[src/rtl/piso_serializer.sv]
// Parallel-in/serial-out stage: accepts one word per valid/ready handshake and
// emits it one bit per clock with sof/last frame markers and an optional idle gap.
module piso_serializer #(
  parameter int WIDTH      = 4,
  parameter bit MSB_FIRST  = 1'b1,
  parameter int GAP_CYCLES = 1
) (
  input  logic             clk,
  input  logic             rst,
  input  logic [WIDTH-1:0] pin,
  input  logic             pin_valid,
  output logic             pin_ready,
  output logic             sout,
  output logic             sout_valid,
  output logic             sof,
  output logic             last,
  output logic             busy
);

  localparam int CW = (WIDTH > 1) ? $clog2(WIDTH) : 1;
  localparam logic [CW-1:0] BIT_LAST = CW'(WIDTH - 1);
  localparam logic [7:0]    GAP_LAST = 8'((GAP_CYCLES > 0) ? GAP_CYCLES - 1 : 0);

  typedef enum logic [1:0] {
    S_IDLE  = 2'd0,
    S_SHIFT = 2'd1,
    S_GAP   = 2'd2
  } state_t;

  state_t           r_state, w_state_nxt;
  logic [WIDTH-1:0] r_shreg, w_shreg_nxt, w_shifted;
  logic [CW-1:0]    r_bcnt, w_bcnt_nxt;
  logic [7:0]       r_gcnt, w_gcnt_nxt;
  logic             r_sout, r_valid, r_sof, r_last;
  logic             w_sout_nxt, w_valid_nxt, w_sof_nxt, w_last_nxt;
  logic             w_accept, w_bit_end, w_gap_end;
  logic             w_first_bit, w_next_bit;

  assign w_accept    = pin_valid && (r_state == S_IDLE);
  assign w_bit_end   = (r_bcnt == BIT_LAST);
  assign w_gap_end   = (r_gcnt == GAP_LAST);
  assign w_shifted   = MSB_FIRST ? (r_shreg << 1) : (r_shreg >> 1);
  assign w_first_bit = MSB_FIRST ? pin[WIDTH-1] : pin[0];
  assign w_next_bit  = MSB_FIRST ? w_shifted[WIDTH-1] : w_shifted[0];

  always_ff @(posedge clk or posedge rst) begin
    if (rst) r_state <= S_IDLE;
    else     r_state <= w_state_nxt;
  end

  always_comb begin
    w_state_nxt = r_state;
    case (r_state)
      S_IDLE:  if (w_accept) w_state_nxt = S_SHIFT;
      S_SHIFT: begin
        if (w_bit_end) begin
          if (GAP_CYCLES > 0) w_state_nxt = S_GAP;
          else                w_state_nxt = S_IDLE;
        end
      end
      S_GAP:   if (w_gap_end) w_state_nxt = S_IDLE;
      default: w_state_nxt = S_IDLE;
    endcase
  end

  // Output registers are loaded with the bit that becomes visible after the
  // edge, so the shift register always holds the word aligned to the current bit.
  always_comb begin
    w_shreg_nxt = r_shreg;
    w_bcnt_nxt  = '0;
    w_gcnt_nxt  = '0;
    w_sout_nxt  = 1'b0;
    w_valid_nxt = 1'b0;
    w_sof_nxt   = 1'b0;
    w_last_nxt  = 1'b0;
    case (r_state)
      S_IDLE: begin
        if (w_accept) begin
          w_shreg_nxt = pin;
          w_sout_nxt  = w_first_bit;
          w_valid_nxt = 1'b1;
          w_sof_nxt   = 1'b1;
          w_last_nxt  = (WIDTH == 1);
        end
      end
      S_SHIFT: begin
        if (!w_bit_end) begin
          w_shreg_nxt = w_shifted;
          w_bcnt_nxt  = r_bcnt + 1'b1;
          w_sout_nxt  = w_next_bit;
          w_valid_nxt = 1'b1;
          w_last_nxt  = ((r_bcnt + 1'b1) == BIT_LAST);
        end
      end
      S_GAP: begin
        if (!w_gap_end) w_gcnt_nxt = r_gcnt + 1'b1;
      end
      default: ;
    endcase
  end

  always_ff @(posedge clk or posedge rst) begin
    if (rst) begin
      r_shreg <= '0;
      r_bcnt  <= '0;
      r_gcnt  <= '0;
      r_sout  <= 1'b0;
      r_valid <= 1'b0;
      r_sof   <= 1'b0;
      r_last  <= 1'b0;
    end else begin
      r_shreg <= w_shreg_nxt;
      r_bcnt  <= w_bcnt_nxt;
      r_gcnt  <= w_gcnt_nxt;
      r_sout  <= w_sout_nxt;
      r_valid <= w_valid_nxt;
      r_sof   <= w_sof_nxt;
      r_last  <= w_last_nxt;
    end
  end

  assign pin_ready  = (r_state == S_IDLE);
  assign busy       = (r_state != S_IDLE);
  assign sout       = r_sout;
  assign sout_valid = r_valid;
  assign sof        = r_sof;
  assign last       = r_last;

endmodule
[config.mk]
export PLATFORM = sky130hd
export DESIGN_NAME = piso_serializer
export DESIGN_NICKNAME = d
export VERILOG_FILES = /design/src/rtl/piso_serializer.sv
export SDC_FILE = /design/constraint.sdc
export NUM_CORES = 1
export LEC_CHECK = 0
export ABC_AREA = 1
export CAP_MARGIN = 20
export CORE_MARGIN = 2
export CORE_UTILIZATION = 51
export DETAILED_ROUTE_END_ITERATION = 6
export PLACE_DENSITY = 0.73
export SLEW_MARGIN = 40
export SYNTH_ARGS = -nofsm -noshare
export SYNTH_HDL_FRONTEND = slang
export SYNTH_SLANG_ARGS = --single-unit
export TNS_END_PERCENT = 30
[constraint.sdc]
create_clock -name clk -period 1.2 [get_ports clk]
set_input_delay 0.36 -clock clk [delete_from_list [all_inputs] [get_ports clk]]
set_output_delay 0.36 -clock clk [all_outputs]
set_load 0.02 [all_outputs]
**Word level (Yosys, flattened, before mapping)**

Index checks and enable logic that the tools add are counted.

- Muxes and demuxes: 20
- $add $sub $neg: 2
- Eq/ne operators: 8
- Reduce and logical (&&, ||, !) cells: 7

Operators with widths:

| operator | count |
|---|---|
| $mux W8 | 2 |
| $mux W2 | 5 |
| $add A8 B1 Y8 const B | 1 |
| $logic_not A8 Y1 | 1 |
| $mux W1 | 7 |
| $eq A2 B2 Y1 const B | 3 |
| $mux W3 | 2 |
| $ne A2 B2 Y1 const B | 3 |
| $pmux W2 S3 | 1 |
| $pmux W3 S2 | 1 |
| $reduce_and A3 Y1 | 2 |
| $pmux W1 S2 | 2 |
| $reduce_bool A2 Y1 | 2 |
| $add A2 B1 Y2 const B | 1 |
| $eq A2 B1 Y1 const B | 1 |
| $logic_not A2 Y1 | 1 |
| $ne A2 B1 Y1 const B | 1 |
| $logic_and A1 B1 Y1 | 1 |

- Word-level logic and storage cells: 45
- Register bits: 19
- Output and inout bits: 6

**Longest topological paths before layout**

- Word-level depth: 4
- Mapped depth: 6
- Mapped depth without buffers: 6

**Worst setup path after synthesis**

No wires, ideal clock.

- Kind: flip-flop to output port
- Start point: register r_state[0]
- End point: output port busy
- Slack: 0.026 ns
- Arrival: 0.814 ns
- Stages on the path, launching flop included: 3
- Data required time: 0.840 ns
- Cells stage by stage: dfrtp_1 -> nor2_2 -> inv_1

- Longest elaborated chain between the ends: 1

RTL lines:

| element | RTL line | source |
|---|---|---|
| start, declared | 30 | `state_t r_state, w_state_nxt;` |
| start signal, assigned | 48 | `else r_state <= w_state_nxt;` |
| $reduce_bool A2 Y1 | 123 | `assign busy = (r_state != S_IDLE);` |
| end, declared | 17 | `output logic busy` |

No other way between the ends.

**Worst setup path after layout**

Same ends and word-level chain as after synthesis.

==> qor.csv <==
metric,value,unit
synthAdderAreaFrac,5.67,%
cts-root-buf,clkbuf_4,
htreeDepth,1,
worst_slack,-0.210,ns
dieArea,2080,um2
powerDensity,1840,nW/um2
antenna_found_initial,0,
ys_ff_latch,19,
netlist_area,883,um2
grt_max_degree,20,
drtPass1Iterations,4,
worstHoldPathType,primary input to asynchronous set/reset pin,
worst_pin_slew,0.192,ns
ys_async_sr_fraction,100,%
cap_violations,0,
crit_type,flip-flop to output port,
ant_nets,0,
yosys.area.top_type,dfrtp_1,
ctsHoldBuffers,0,
hold_viol,0,
synth-simple-area-share,24.9,%
place_congestion,0.752,
r2r_setup_slack,0.07,ns
synth_edf_count,0,
track_usage,18.9,%
crit_arrival,1.05,ns
drive_gt1_share,29.4,%
dieHeight,45.6,um
violations,setup timing,
max_freq,709,MHz
synth_common_cells,"nand2_1, dfrtp_1, inv_1, nor2_1",
clkTransAtPathRegs,0.12,ns
relSlewSlack,87.2,%
die_w,45.6,um
vdd_drop_max,1.56,mV
boundaryPins,13,
cts_made_buffers,3,
post-route-period-util,118,%
ys_types,15,
synth.avg_cell_area,8.58,um2
cp-start-kind,flip-flop,
reg2reg_depth,5,
rows,15,
port_buffers,12,
cp.required,0.84,ns
finish.utilization,69.2,%
synth_nets,114,
clock-sinks,19,
finalSetupViolCount,5,
dp_hpwl,1.17,mm
viasPerCell,4.72,
syn-instance-count,103,
coreArea,1670,um2
cts_buffer_depth,2,
antennaDiodeCount,0,
ys_warn_count,0,
maxSlewViolCount,0,
start_util,52.9,%
routed_wl,1.69,mm
area.growth.synth_to_final,30.9,%
ys_seq_area_share,53.8,%
critPathCaptureType,output port,
synth_mux_area_share,0,%
synth-compound-area-share,4.96,%
drcViolationCount,0,
yosysMostFrequentCell,nand2_1,
cp_max_fo,3,
leakagePower,0.552,nW
fin_nets,138,
status,finished with violations,
drtIter0Drc,9,
clk_latency,0.31,ns
vias,675,
grt_pass1_wl,2.70,mm
layout_min_cycle_time,1.41,ns
synth.area.top_cells,"dfrtp_1, nand2_1, inv_1, nor2_1, ha_1",
power.total,2.13,mW
grt.overflow.total,0,
tritoncts,yes,
wire_per_inst,11.8,um
grt_pass1_vias,649,
ys.flop_type,dfrtp_1,
dp_slack,-0.309,ns
synth_top_area_share,53.8,%
synthXorXnorAreaFrac,2.97,%
rsz0062_at_grt,yes,
synth_top_family_by_area,simple AND/OR/NAND/NOR gates,
fin_skew,0.0155,ns
==> layer usage <==
layer / part of all wire (%) / global-route usage, % / vias up
met5: 0 / 0 / -
met4: 0.77 / 5.29 / 0
met3: 4.2 / 7.14 / 2
met2: 55 / 32.4 / 12
met1: 40 / 21.8 / 306
li1: - / - / 355
==> cells by family (layout without fill, tap and decap cells) <==
logic type | Yosys count | count (layout)
AO/OA/AOI/OAI | 8 | 8
AND/OR/NAND/NOR | 51 | 51
buffers and inverters | 18 | 41
flip-flops | 19 | 19
adder cells (fa/ha/maj) | 4 | 4
XOR/XNOR | 3 | 3
==> final cells by class <==
class,count,area [um2]
clock buffers,3,22.5
fillers,127,514
clock inverters,1,7.51
repair buffers,19,168
well taps,17,21.3
multi-input cells,66,392
inverters,18,70.1
flip-flops and latches,19,475
==> stage by stage <==
| stage | cells | hold slack, ns | setup TNS, ns | instance area [um2] |
|---|---|---|---|---|
| 5_1_grt | 143 | 0.381 | -0.663 | 1160 |
| 2_1_floorplan | 103 | 0.311 | 0 | 883 |
| 3_3_place_gp | 136 | 0.451 | -0.946 | 1070 |
| 3_5_place_dp | 136 | 0.462 | -1.11 | 1070 |
| 4_1_cts | 142 | 0.347 | -0.513 | 1100 |
| 6_report | 143 | 0.347 | -0.446 | 1160 |
==> critical path, cell delays in order, from the launching register on <==
cell and delay (ns):
dfrtp_1 0.40, nor2_2 0.14, inv_1 0.06, buf_6 0.13
==> state kept, by name, summed over array words and instances (netlist names) <==
name,count
r_bcnt,2
r_shreg,3
sout_valid,1
last,1
sout,1
sof,1
r_state,2
r_gcnt,8
==> cells in the final DEF (no fill, tap or decap), drive strengths merged <==
cell,netlist,layout
buf,0,13
clkbuf,0,3
clkdlybuf4s50,0,6
clkinvlp,0,1
dfrtp,19,19
ha,4,4
inv,18,18
nand2,26,26
nand3,5,5
nor2,20,20
o21ai,8,8
xnor2,2,2
xor2,1,1
==> path summary, 6_finish.rpt <==
kind                                        start                endpoint
setup / recovery           r_state[0]$_DFFE_PP0P_                    busy
hold / removal                                rst     r_gcnt[1]$_DFF_PP0_
setup reg to reg              r_gcnt[1]$_DFF_PP0_  r_state[1]$_DFFE_PP0P_
hold reg to reg               r_bcnt[0]$_DFF_PP0_     r_bcnt[0]$_DFF_PP0_
max in group asynchronous                     rst          sout$_DFF_PP0_
min in group clk              r_bcnt[0]$_DFF_PP0_     r_bcnt[0]$_DFF_PP0_
==> power by group <==
part / internal [mW] / total [mW] / switching, mW
sequential: 0.787 / 0.847 / 0.0597
combinational: 0.383 / 0.942 / 0.560
clock: 0.127 / 0.336 / 0.208
==> repair_timing <==
action,4_1_cts,5_1_grt
pin swaps,1,7
resized for setup,30,15
setup endpoints to repair,6,18
buffers inserted,2,3
Power figures use the tool's default switching activity.
